### config.mk
export PLATFORM = sky130hd
export DESIGN_NAME = nesting_stack_controller
export DESIGN_NICKNAME = d
export VERILOG_FILES = /design/src/rtl/nesting_stack_controller_pkg.sv /design/src/rtl/nesting_stack_controller_bram.sv /design/src/rtl/nesting_stack_controller.sv
export SDC_FILE = /design/constraint.sdc
export NUM_CORES = 1
export LEC_CHECK = 0
export ABC_CLOCK_PERIOD_IN_PS = 2900
export CAP_MARGIN = 30
export CORE_UTILIZATION = 39
export CTS_BUF_LIST = sky130_fd_sc_hd__clkbuf_4
export DETAILED_ROUTE_END_ITERATION = 10
export GPL_TIMING_DRIVEN = 1
export PLACE_DENSITY = 0.78
export SYNTH_ARGS = -nofsm -noshare
export SYNTH_HDL_FRONTEND = slang
export SYNTH_SLANG_ARGS = --single-unit
### constraint.sdc
create_clock -name clk -period 2.9 [get_ports clk]
set_clock_uncertainty 0.15 [all_clocks]
set_input_delay 0.725 -clock clk [delete_from_list [all_inputs] [get_ports clk]]
set_output_delay 0.725 -clock clk [all_outputs]
set_load 0.05 [all_outputs]
### src/rtl/nesting_stack_controller_pkg.sv
// Shared types and constants for the parser nesting-context stack.
package ParserPkg;

    localparam int NESTING_STACK_DEPTH = 1024;

    typedef enum logic [1:0] {
        IDLE   = 2'd0,
        REFILL = 2'd1,
        FAULT  = 2'd2
    } StackCtrlState;

    // One open object/array: array flag plus member/pair count.
    typedef struct packed {
        logic        inArray;
        logic [16:0] count;
    } StackEntry;

endpackage

### src/rtl/nesting_stack_controller_bram.sv
// Single-port block RAM, read-first, one cycle registered read latency.
// Holds the stack entries underneath the top-of-stack register.
module nesting_stack_bram #(
    parameter int WORDS = 1023,
    parameter int AW    = 10,
    parameter int WIDTH = 18
) (
    input  logic             clk,
    input  logic             we,
    input  logic [AW-1:0]    addr,
    input  logic [WIDTH-1:0] wdata,
    output logic [WIDTH-1:0] rdata
);

    logic [WIDTH-1:0] mem [WORDS];

    // Write on we; read data always registered from the current address.
    always_ff @(posedge clk) begin
        if (we)
            mem[addr] <= wdata;
        rdata <= mem[addr];
    end

endmodule

### src/rtl/nesting_stack_controller.sv
// Nesting-context stack sequencer: top entry held in a register, deeper
// entries in a single-port BRAM. Overflow/underflow park the block in FAULT.
// Optional feature: define NESTING_HWM_EN to build the high-water register.
module nesting_stack_controller
    import ParserPkg::*;
#(
    parameter int DEPTH = NESTING_STACK_DEPTH,
    parameter int WIDTH = 18
) (
    input  logic                       clk,
    input  logic                       rst,
    input  logic                       enb,
    input  logic                       pushReq,
    input  logic                       popReq,
    input  logic [WIDTH-1:0]           pushData,
    output logic [WIDTH-1:0]           popData,
    output logic                       ready,
    output logic [$clog2(DEPTH):0]     curDepth,
    output logic                       fault,
    output logic                       overflow,
    output logic                       underflow,
    output logic [$clog2(DEPTH):0]     highWater,
    output logic [$clog2(DEPTH)-1:0]   bramAddr,
    output logic                       bramWe,
    output logic [WIDTH-1:0]           bramWdata,
    input  logic [WIDTH-1:0]           bramRdata
);

    localparam int AW = $clog2(DEPTH);
    localparam int DW = AW + 1;

    StackCtrlState    state, nextState;
    logic [WIDTH-1:0] topReg, nextTop;
    logic [DW-1:0]    nextDepth;
    logic             setOvf, setUnf;
    logic             accept, isEmpty, isFull;
    logic [WIDTH-1:0] memRdata;

    assign ready     = (state == IDLE);
    assign accept    = enb && ready && (pushReq || popReq);
    assign isEmpty   = (curDepth == '0);
    assign isFull    = (curDepth == DW'(DEPTH));
    assign popData   = topReg;
    assign fault     = overflow | underflow;

    // Next-state, stack update and BRAM command decode.
    always_comb begin
        nextState = state;
        nextDepth = curDepth;
        nextTop   = topReg;
        setOvf    = 1'b0;
        setUnf    = 1'b0;
        bramWe    = 1'b0;
        bramAddr  = AW'(curDepth - DW'(1));
        bramWdata = topReg;
        case (state)
            IDLE: begin
                if (accept) begin
                    if (pushReq && popReq) begin
                        // Replace top in place; no BRAM traffic.
                        if (isEmpty) begin
                            setUnf    = 1'b1;
                            nextState = FAULT;
                        end else begin
                            nextTop = pushData;
                        end
                    end else if (pushReq) begin
                        if (isEmpty) begin
                            nextTop   = pushData;
                            nextDepth = DW'(1);
                        end else if (isFull) begin
                            setOvf    = 1'b1;
                            nextState = FAULT;
                        end else begin
                            // Spill current top to BRAM[curDepth-1].
                            bramWe    = 1'b1;
                            nextTop   = pushData;
                            nextDepth = curDepth + DW'(1);
                        end
                    end else begin
                        if (isEmpty) begin
                            setUnf    = 1'b1;
                            nextState = FAULT;
                        end else if (curDepth == DW'(1)) begin
                            nextDepth = '0;
                            nextTop   = '0;
                        end else begin
                            // Fetch the new top; it lands in REFILL.
                            bramAddr  = AW'(curDepth - DW'(2));
                            nextDepth = curDepth - DW'(1);
                            nextState = REFILL;
                        end
                    end
                end
            end
            REFILL: begin
                nextTop   = bramRdata;
                nextState = IDLE;
            end
            FAULT: begin
                nextState = FAULT;
            end
            default: nextState = IDLE;
        endcase
    end

    // State, stack pointer, top register and sticky fault flags.
    always_ff @(posedge clk) begin
        if (rst) begin
            state     <= IDLE;
            curDepth  <= '0;
            topReg    <= '0;
            overflow  <= 1'b0;
            underflow <= 1'b0;
        end else begin
            state     <= nextState;
            curDepth  <= nextDepth;
            topReg    <= nextTop;
            overflow  <= overflow | setOvf;
            underflow <= underflow | setUnf;
        end
    end

`ifdef NESTING_HWM_EN
    logic [DW-1:0] highWaterReg;

    // Track the deepest stack seen since reset, same edge as curDepth.
    always_ff @(posedge clk) begin
        if (rst)
            highWaterReg <= '0;
        else if (nextDepth > highWaterReg)
            highWaterReg <= nextDepth;
    end

    assign highWater = highWaterReg;
`else
    assign highWater = '0;
`endif

    nesting_stack_bram #(
        .WORDS(DEPTH - 1),
        .AW   (AW),
        .WIDTH(WIDTH)
    ) uBram (
        .clk  (clk),
        .we   (bramWe),
        .addr (bramAddr),
        .wdata(bramWdata),
        .rdata(memRdata)
    );

    // Refill data arrives on bramRdata; the local array must agree with it.
    always_ff @(posedge clk) begin
        if (!rst && state == REFILL)
            assert (memRdata == bramRdata);
    end

endmodule

Yosys cells after proc, flatten, opt, wreduce, memory -nomap -nowiden
Index checks and enable logic that the tools add are counted.
{"block": "totals", "register_bits": 33, "output_inout_bits": 73, "wordCells": 83}
{"block": "op_classes", "n_addsub": 3, "eq_ne": 15, "muxes": 46, "bitwise": 4, "reduce_logical": 10}
{"cell": "18-bit 2-to-1 mux", "n": 8}
{"cell": "10-bit 2-to-1 mux", "n": 6}
{"cell": "11-bit 2-to-1 mux", "n": 5}
{"cell": "18-bit one-hot mux with 2 select lines", "n": 1}
{"cell": "1-bit 2-to-1 mux", "n": 17}
{"cell": "2-bit 2-to-1 mux", "n": 8}
{"cell": "3-bit inequality test, second input constant", "n": 4}
{"cell": "11-bit by 1-bit adder with 11-bit output, second input constant", "n": 1}
{"cell": "11-bit by 1-bit equality test with 1-bit output, second input constant", "n": 1}
{"cell": "11-bit equality test, second input constant", "n": 1}
{"cell": "11-bit zero test", "n": 1}
{"cell": "11-bit by 1-bit subtractor with 11-bit output, second input constant", "n": 1}
{"cell": "5-bit AND reduction", "n": 2}
{"cell": "10-bit by 2-bit subtractor with 10-bit output, second input constant", "n": 1}
{"cell": "4-bit by 2-bit inequality test with 1-bit output, second input constant", "n": 2}
{"cell": "6-bit AND reduction", "n": 1}
{"cell": "5-bit by 4-bit inequality test with 1-bit output, second input constant", "n": 1}
{"cell": "4-bit by 3-bit inequality test with 1-bit output, second input constant", "n": 1}
{"cell": "4-bit inequality test, second input constant", "n": 1}
{"cell": "2-bit one-hot mux with 2 select lines", "n": 1}
{"cell": "1-bit logical AND", "n": 3}
{"cell": "1-bit bitwise OR", "n": 3}
{"cell": "2-bit by 1-bit equality test with 1-bit output, second input constant", "n": 1}
{"cell": "2-bit equality test, second input constant", "n": 1}
{"cell": "other kinds (6)", "n": 6}

Depth between registers and ports, before layout
Gate-level depths: netlist (run 1).
{"block": "logic_depth", "ltp_word": 8, "mapped_depth": 9}

Worst setup path before layout (run 1)
Ideal clock, no wire load.
{"block": "synth_path", "path_kind": "register to output", "from": "register curDepth[0]", "to": "output bramAddr[8]", "t_arrival_ns": 3.478, "required_time_ns": 2.025, "path_slack_ns": -1.453, "path_stages_with_launch": 10, "n_path_buf": 2, "path_cell_list": "dfxtp_1 > clkbuf_1 > inv_1 > ha_1 > nor3b_1 > nand3_1 > nand3_1 > buf_2 > nor3_1 > o32ai_1"}
{"block": "synth_via", "elab_chain_len": 7}
{"item": "from (decl)", "line": "nesting_stack_controller.sv:18", "rtl": "output logic [$clog2(DEPTH):0] curDepth,"}
{"item": "from (signal assigned)", "line": "nesting_stack_controller.sv:117", "rtl": "curDepth <= nextDepth;"}
{"item": "11-bit by 1-bit subtractor with 11-bit output (tied with other cells)"}
{"item": "10-bit 2-to-1 mux", "line": "nesting_stack_controller.sv:84", "rtl": "end else if (curDepth == DW'(1)) begin"}
{"item": "10-bit 2-to-1 mux", "line": "nesting_stack_controller.sv:81", "rtl": "if (isEmpty) begin"}
{"item": "10-bit 2-to-1 mux", "line": "nesting_stack_controller.sv:67", "rtl": "end else if (pushReq) begin"}
{"item": "10-bit 2-to-1 mux", "line": "nesting_stack_controller.sv:59", "rtl": "if (pushReq && popReq) begin"}
{"item": "10-bit 2-to-1 mux", "line": "nesting_stack_controller.sv:58", "rtl": "if (accept) begin"}
{"item": "10-bit 2-to-1 mux *", "line": "nesting_stack_controller.sv:56", "rtl": "case (state)"}
{"item": "to (decl)", "line": "nesting_stack_controller.sv:23", "rtl": "output logic [$clog2(DEPTH)-1:0] bramAddr,"}
Every way passes the cells marked *; elsewhere a longest branch is shown, timed or not.

Worst setup path in the final report (run 1)
{"block": "layout_path", "from": "register curDepth[0]", "to": "output bramAddr[9]"}
The elaborated chain is that of the path after synthesis.

==> results.md, run 1 <==
- Status: finished with violations
- Failing checks: setup timing
- Final WL: 8.26 mm
- Die Width: 82.5 µm
- Layout area overhead: 70.3%
- Root Buffer: clkbuf_4
- Initial antenna violation count: 0
- Unique masters post-synth: 60
- DRC Markers: 0
- DP Cell Count: 482
- Port Buffers: 102
- CTS sink cnt: 33
- First-pass GRT wire length: 12.5 mm
- DRT Pass-1 Iters: 5
- # Max-Cap Violations: 0
- H-Tree Depth: 2
- Remaining Overflow, GRT: 0
- CP Class: flop to output pin
- Via count of the routed design: 2852
- Top-count cell post-synth: nor2_1
- Iteration-0 DRC Markers: 329
- Fmax: 325 MHz
- Ys flop type: dfxtp_1
- Nets: 470
- Die Area: 6800 µm²
- Share of layout cells above drive strength 1: 0.335
- Final setup vio count: 10
- Total Power: 3.33 mW
- Peak supply drop: 0.590 mV
- Number of synthesized flops with an enable pin: 0
- # diodes: 0
- Async set-reset flop share out of synthesis: 0
- Starting density of the core: 0.414
- Req. time, crit path: 2.03 ns
- Slew headroom: 0.619
- Die H: 82.5 µm
- Leakage: 1.65 nW
- Fin. Hold Viols: 0
- CTS tree: built
- Dpl hpwl: 5.99 mm
- Worst EP arrival: 2.20 ns
- Setup ws final: -0.175 ns
- Register area share after synthesis: 0.262
- Fin cells: 499
- Commonest cells in the netlist: nor2_1 (35), dfxtp_1 (33), buf_4 (30), a22oi_1 (20)
- Synthesis-stage register bit count: 33
- Num CTS Buffers: 5
- Worst-case clock buffer depth: 2
- RSZ-0062 raised after global routing: yes
- Pwr dens: 775 nW/µm²
- Average vias per placed instance: 5.72
- Fin crit period: 3.07 ns
- Final Max Tran Viols: 0
- Hold_buf cts: 0
- Mapped Area: 2530 µm²
- Tightest Pin Transition: 0.566 ns
- Pre-CTS setup slack: -0.580 ns
- Type of destination of the critical path: output pin
- Pin count of the biggest net entering global routing: 37
- Crit Path Max Fanout: 6
- Vias in the first global route: 2592
- GPL Wtd Cong: 0.881
- Routed WL per cell: 16.5 µm
- Mapped Cells: 307
- Rows: 28
- Detail Route Antenna Nets: 0
- Worst-path clk slew: 0.11 ns
- Synth area leaders: dfxtp_1 (26%), buf_4 (8.9%), a211oi_2 (5.9%), a22oi_1 (5.9%), nor2_1 (5.2%)
- Share of the synthesized area in the top cell type: 0.262
- Warning count from the yosys run: 0
- GR Util All Layers: 0.239
- Startpoint types: flop
- Tcrit/Tclk final: 1.06
- Leading area contributor after synthesis: dfxtp_1
- Hold Crit Class: flop to flop
- CORE AREA: 6100 µm²
- Worst-Skew Late Latency: 0.34 ns
- I/O Pins: 114
- Synthesized area per cell: 8.23 µm²
## sequential cells by signal, indices dropped and copies added (netlist names)
signal	cells
bramWdata	18
curDepth	11
overflow	1
state	2
underflow	1
## layout make-up
class / count / area, µm²
well taps: 75 / 93.8
repair buffers: 154 / 1550
clock buffers: 6 / 45.0
fillers: 460 / 1790
multi-input cells: 223 / 1880
clock inverters: 2 / 10.0
inverters: 6 / 27.5
flip-flops and latches: 33 / 696
## kinds of logic after synthesis
| logic type | synth area share |
|---|---|
| buf+inv | 0.149 |
| other cells | 0.00148 |
| xor+xnor | 0.0243 |
| simple gates | 0.201 |
| fa+ha+maj | 0.0297 |
| flops | 0.262 |
| mux | 0.0124 |
| compound gates | 0.321 |
## worst paths after layout
check / cells after the start / slack (ns) / end / from
max reg2reg: 9 / 0.25 / curDepth[8] / curDepth[1]
min: 2 / 0.37 / bramWdata[7] / bramWdata[7]
min reg2reg: 2 / 0.37 / bramWdata[7] / bramWdata[7]
max: 9 / -0.17 / bramAddr[9] / curDepth[0]
## where the power goes
part / switching (mW) / total [mW] / internal, mW
Sequential: 0.0650 / 0.587 / 0.522
Combinational: 1.43 / 2.48 / 1.04
Clock: 0.165 / 0.266 / 0.102
Total: 1.66 / 3.33 / 1.67
## routing by layer
layer / up-vias / global-route usage / wire, µm
met3: 24 / 0.0429 / 508
met5: - / 0 / 0
met4: 0 / 0.0719 / 178
met1: 1359 / 0.315 / 3320
li1: 1338 / - / -
met2: 131 / 0.395 / 4250
## what timing repair did
action,in CTS,in global routing
buffers inserted,10,3
resized for setup,30,8
pin swaps,15,7
setup endpoints to repair,11,11
## cells in the final DEF (no fill, tap or decap), types with 7 or more instances in the layout
cell              n
buf_4            44
clkdlybuf4s50_1  88
a21oi_1          12
buf_6             9
a22oi_1          20
a211oi_1         10
a211oi_2         12
dfxtp_4           8
buf_12           11
nand2_1           9
conb_1           11
nand3_1           7
nor2_1           32
dfxtp_1          21
## through the flow
stage / instance area [µm²] / hold slack [ns] / util / TNS [ns]
floorplan: 2920 / 0.460 / - / -1.19
global route: 4300 / 0.392 / 0.706 / -1.95
global placement: 4060 / 0.350 / 0.666 / -7.45
finish: 4300 / 0.375 / 0.706 / -1.06
CTS: 4270 / 0.374 / 0.700 / -0.829
detailed placement: 4060 / 0.358 / 0.666 / -8.75
## worst max-delay path, cell delays in order (launching register included)
cell,delay [ns]
dfxtp_4,0.40
inv_4,0.04
ha_4,0.14
nor3b_4,0.15
nand3_2,0.11
nand3_4,0.17
a2111oi_4,0.32
buf_4,0.19
xor2_4,0.18
buf_12,0.16
Note: power is estimated with default switching activity, not from simulation.
==> run 2, diff against run 1 <==
--- a/config.mk
+++ b/config.mk
@@ -7,11 +7,11 @@
 export LEC_CHECK = 0
 export ABC_CLOCK_PERIOD_IN_PS = 2900
 export CAP_MARGIN = 30
-export CORE_UTILIZATION = 39
-export CTS_BUF_LIST = sky130_fd_sc_hd__clkbuf_4
+export CORE_UTILIZATION = 54
 export DETAILED_ROUTE_END_ITERATION = 10
+export DONT_BUFFER_PORTS = 1
 export GPL_TIMING_DRIVEN = 1
-export PLACE_DENSITY = 0.78
+export PLACE_DENSITY = 0.71
 export SYNTH_ARGS = -nofsm -noshare
 export SYNTH_HDL_FRONTEND = slang
 export SYNTH_SLANG_ARGS = --single-unit
==> results.md, run 2 (synthesis results as in run 1) <==
- Status: finished with violations
- Failing checks: setup timing
- Worst-Skew Late Latency: 0.28 ns
- First-pass GRT wire length: 11.0 mm
- # Max-Cap Violations: 0
- Hold_buf cts: 0
- CTS tree: built
- Starting density of the core: 0.572
- Worst-path clk slew: 0.07 ns
- Final WL: 6.95 mm
- DRT Pass-1 Iters: 5
- DRC Markers: 0
- Detail Route Antenna Nets: 0
- Fmax: 332 MHz
- I/O Pins: 114
- Iteration-0 DRC Markers: 262
- Clock group share of total power: 0.129
- Layout area overhead: 36.9%
- Commonest non-fill, non-tap cell in the layout: buf_4
- Tightest Pin Transition: 0.548 ns
- Crit Path Max Fanout: 7
- Critical-path cell list: nor4_4 -> buf_6 -> a41oi_4 -> nand3_4 -> buf_6 -> mux2i_4 -> xnor2_4 -> buf_12
- Total Power: 3.26 mW
- Commonest non-fill, non-tap cells in the layout: buf_4 (52), nor2_1 (33), dfxtp_1 (22)
- Peak supply drop: 0.647 mV
- Average vias per placed instance: 6.51
- Die Width: 70.4 µm
- Via count of the routed design: 2545
- Pin count of the biggest net entering global routing: 37
- Fin crit period: 3.01 ns
- Die Area: 4960 µm²
- Initial antenna violation count: 0
- Tcrit/Tclk final: 1.04
- CTS sink cnt: 33
- Port Buffers: 0
- Max reg flops: 18
- Final setup vio count: 7
- Reg power frac: 0.173
- Dpl hpwl: 4.74 mm
- Fin. Hold Viols: 0
- Worst-case clock buffer depth: 2
- Routed WL per cell: 17.8 µm
- Leakage: 1.37 nW
- WHS: 0.343 ns
- Share of layout cells above drive strength 1: 0.422
- Final Max Tran Viols: 0
- Sw Share: 0.498
- Psw: 1.62 mW
- Setup ws final: -0.111 ns
- Nets: 385
- Top delay family on crit path: simple AND/OR/NAND/NOR gates
- Remaining Overflow, GRT: 0
- Pwr dens: 943 nW/µm²
- RSZ-0062 raised after global routing: yes
- # diodes: 0
- CP most frequent cell: buf_6
- CP Class: flop to output pin
- H-Tree Depth: 2
- Req. time, crit path: 2.03 ns
- Hold Crit Class: input pin to flop
- Type of destination of the critical path: output pin
- Die H: 70.4 µm
- Startpoint types: flop
- Num CTS Buffers: 5
- Slowest cell on crit path: dfxtp_4
- Int Pwr: 1.64 mW
- Vias in the first global route: 2237
- GR Util All Layers: 0.274
- Root Buffer: clkbuf_8
- Worst EP arrival: 2.14 ns
- Largest stage delay, worst path: 0.35 ns
- Crit path buffers/inverters: 3
- CORE AREA: 4410 µm²
- GPL Wtd Cong: 0.898
- Rows: 24
- Combinational power share: 0.698
- Slew headroom: 0.631
-- run 2: cell types whose count changed in the layout (fill, tap and decap cells not counted), moves of 2 or more --
cell,before,now
inv_4,2,0
clkinv_2,2,0
clkbuf_8,0,6
buf_6,9,6
clkbuf_4,6,0
buf_4,44,52
clkdlybuf4s50_1,88,0
-- run 2: metrics by stage --
| step | std cells | instance area [µm²] | worst slack (ns) | TNS (ns) | utilization |
|---|---|---|---|---|---|
| after floorplan | 317 | 2920 | -0.220 | -1.19 | - |
| after global placement | 375 | 3160 | -0.0702 | -0.318 | 0.716 |
| after detailed placement | 376 | 3170 | -0.0889 | -0.402 | 0.719 |
| after CTS | 391 | 3430 | -0.137 | -0.478 | 0.777 |
| after global routing | 391 | 3460 | -0.182 | -1.01 | 0.783 |
| final | 391 | 3460 | -0.111 | -0.462 | 0.783 |
-- run 2: worst paths after layout --
| path | start | end | slack, ns | depth (start not counted) |
|---|---|---|---|---|
| min | rst | curDepth[10] | 0.34 | 1 |
| min reg2reg | bramWdata[7] | bramWdata[7] | 0.35 | 2 |
| max reg2reg | curDepth[0] | curDepth[1] | 0.10 | 8 |
| max | curDepth[6] | bramAddr[4] | -0.11 | 8 |
-- run 2: layout make-up --
cell class                 count  area [µm²]
multi-input combinational    223        1890
fill                         285         956
sequential                    33         694
timing repair buffer          69         673
clock buffer                   8         111
tap                           52        65.1
inverter                       6        27.5
-- run 2: metal layers --
layer	part of all wire	up-vias	GRT usage
met5	0	-	0
met1	0.40	1179	0.373
met2	0.47	178	0.421
li1	-	1167	-
met3	0.10	21	0.0794
met4	0.022	0	0.0733
-- run 2: power groups by stage --
stage               logic (mW)  registers [mW]  clock network (mW)
CTS                       2.24           0.564               0.430
detailed placement        2.14           0.572                   0
floorplan                 1.40           0.801                   0
global route              2.38           0.572               0.444
finish                    2.28           0.565               0.421
global placement          2.11           0.569                   0
-- run 2: timing repair --
item / in CTS / in global routing
endpoints found under the hold margin: 0 / 0
setup buffers: 8 / 2
pin swaps: 14 / 7
resized for setup: 17 / 9
endpoints found under the setup margin: 8 / 13
==> run 3, diff against run 2 <==
--- a/config.mk
+++ b/config.mk
@@ -12,6 +12,7 @@
 export DONT_BUFFER_PORTS = 1
 export GPL_TIMING_DRIVEN = 1
 export PLACE_DENSITY = 0.71
+export REMOVE_ABC_BUFFERS = 1
 export SYNTH_ARGS = -nofsm -noshare
 export SYNTH_HDL_FRONTEND = slang
 export SYNTH_SLANG_ARGS = --single-unit
==> results.md, run 3 (synthesis results as in run 1) <==
- Commonest non-fill, non-tap cell in the layout: buf_4
- Iteration-0 DRC Markers: 152
- Layout area overhead: 26.8%
- Starting density of the core: 0.572
- Fill count: 329
- Initial antenna violation count: 0
- Peak supply drop: 0.546 mV
- # diodes: 0
- Psw: 1.51 mW
- Setup ws final: -0.160 ns
- Rows: 24
- Vias in the first global route: 2409
- Final setup vio count: 6
- GR Util All Layers: 0.277
- WHS: 0.342 ns
- Failing checks: setup timing
- Met1 usage: 0.348
- Startpoint types: flop
- Combinational power share: 0.656
- Max reg flops: 18
- Worst-Skew Late Latency: 0.29 ns
- GPL Wtd Cong: 0.951
- Average vias per placed instance: 6.42
- Int Pwr: 1.48 mW
- CP Class: flop to output pin
- CP startpoint: curDepth[6]
- Post-DP Area: 2820 µm²
- Hold Crit Class: flop to flop
- Pre-CTS setup slack: -0.270 ns
- Layer with the highest usage: met2
- Commonest non-fill, non-tap cells in the layout: buf_4 (72), nor2_1 (33), dfxtp_1 (25)
- Type of destination of the critical path: output pin
- DRC Markers: 0
- Seq. cell area: 673 µm²
- Worst-path clk slew: 0.07 ns
- Crit Path Max Fanout: 5
- Multi-input combinational cell area: 1690 µm²
- Hold_buf cts: 0
- GR Util met3: 0.0707
- Reg power frac: 0.192
- Tightest Pin Transition: 0.517 ns
- Fmax: 327 MHz
- Final WL: 7.09 mm
- I/O Pins: 114
- Worst EP arrival: 2.18 ns
- Pwr dens: 932 nW/µm²
- Dpl hpwl: 4.66 mm
- # Max-Cap Violations: 0
- Die Width: 70.4 µm
- Detail Route Antenna Nets: 0
- Tcrit/Tclk final: 1.06
- Worst r2r src: curDepth[0]
- Clock group share of total power: 0.153
- Final Cell Area: 3200 µm²
- Met2 usage: 0.454
- Port Buffers: 0
- Fin crit period: 3.06 ns
- Final Max Tran Viols: 0
- DP Cell Count: 383
- Pin count of the biggest net entering global routing: 37
- H-Tree Depth: 2
- Die Area: 4960 µm²
- CTS sink cnt: 33
- Fin cells: 401
- Fin. Hold Viols: 0
- Slew headroom: 0.652
- Nets: 395
- Sw Share: 0.506
- Req. time, crit path: 2.03 ns
- Die H: 70.4 µm
- Worst-case clock buffer depth: 2
- Share of layout cells above drive strength 1: 0.393
- RSZ-0062 raised after global routing: yes
- Leakage: 1.35 nW
- Via count of the routed design: 2573
- First-pass GRT wire length: 11.2 mm
- Routed WL per cell: 17.7 µm
- Num CTS Buffers: 5
- DRT Pass-1 Iters: 5
- Status: finished with violations
- Worst hold start: bramWdata[7]
- Remaining Overflow, GRT: 0
- CTS tree: built
- CORE AREA: 4410 µm²
- Root Buffer: clkbuf_8
-- run 3: cell types whose count changed in the layout (fill, tap and decap cells not counted), moves of 4 or more --
cell,change
buf_12,-8
xor2_4,-4
buf_4,+20
dfxtp_4,-7
xor2_1,+4
dfxtp_2,+4
-- run 3: worst paths after layout --
path,endpoint,slack (ns),cells after the start
worst min register to register,bramWdata[7],0.34,2
worst min-delay path,bramWdata[7],0.34,2
worst max-delay path,bramAddr[6],-0.16,8
worst max register to register,curDepth[1],0.13,8
-- run 3: area by class of cell --
cell class                      count  share of cell area
Multi-Input combinational cell    223               0.526
Sequential cell                    33               0.210
Timing Repair Buffer               79               0.199
Clock buffer                        7              0.0269
Tap cell                           52              0.0203
Clock inverter                      1             0.00937
Inverter                            6             0.00859
-- run 3: metrics by stage --
stage                     power [mW]   util  TNS [ns]
after floorplan                 1.83      -    -18.13
after global placement          2.30  0.639    -0.528
after detailed placement        2.32  0.639    -0.678
after CTS                       2.90  0.705    -0.570
after global routing            3.12  0.726     -1.42
final                           2.99  0.726    -0.655
-- run 3: routing by layer --
| layer | vias to the layer above | routed length (µm) |
|---|---|---|
| met5 | - | 0 |
| met4 | 0 | 172 |
| met3 | 18 | 609 |
| met2 | 158 | 3510 |
| met1 | 1204 | 2790 |
| li1 | 1193 | - |
-- run 3: power groups by stage --
stage / sequential, mW / combinational [mW] / clock (mW)
6_report: 0.573 / 1.96 / 0.455
3_5_place_dp: 0.574 / 1.75 / 0
2_1_floorplan: 0.973 / 0.860 / 0
4_1_cts: 0.568 / 1.87 / 0.459
5_1_grt: 0.580 / 2.06 / 0.478
3_3_place_gp: 0.571 / 1.73 / 0
-- run 3: critical path, stage by stage, from the launching register on --
cell and delay, ns:
dfxtp_2 0.34, nor4_4 0.35, buf_4 0.19, nand3_2 0.10, nand3_4 0.15, buf_6 0.14, mux2i_1 0.21, xor2_1 0.18
buf_4 0.22
-- run 3: repair_timing --
| action | 4_1_cts | 5_1_grt |
|---|---|---|
| setup buffers | 8 | 3 |
| pin swaps | 6 | 9 |
| resized for setup | 29 | 17 |
| setup endpoints to repair | 11 | 12 |
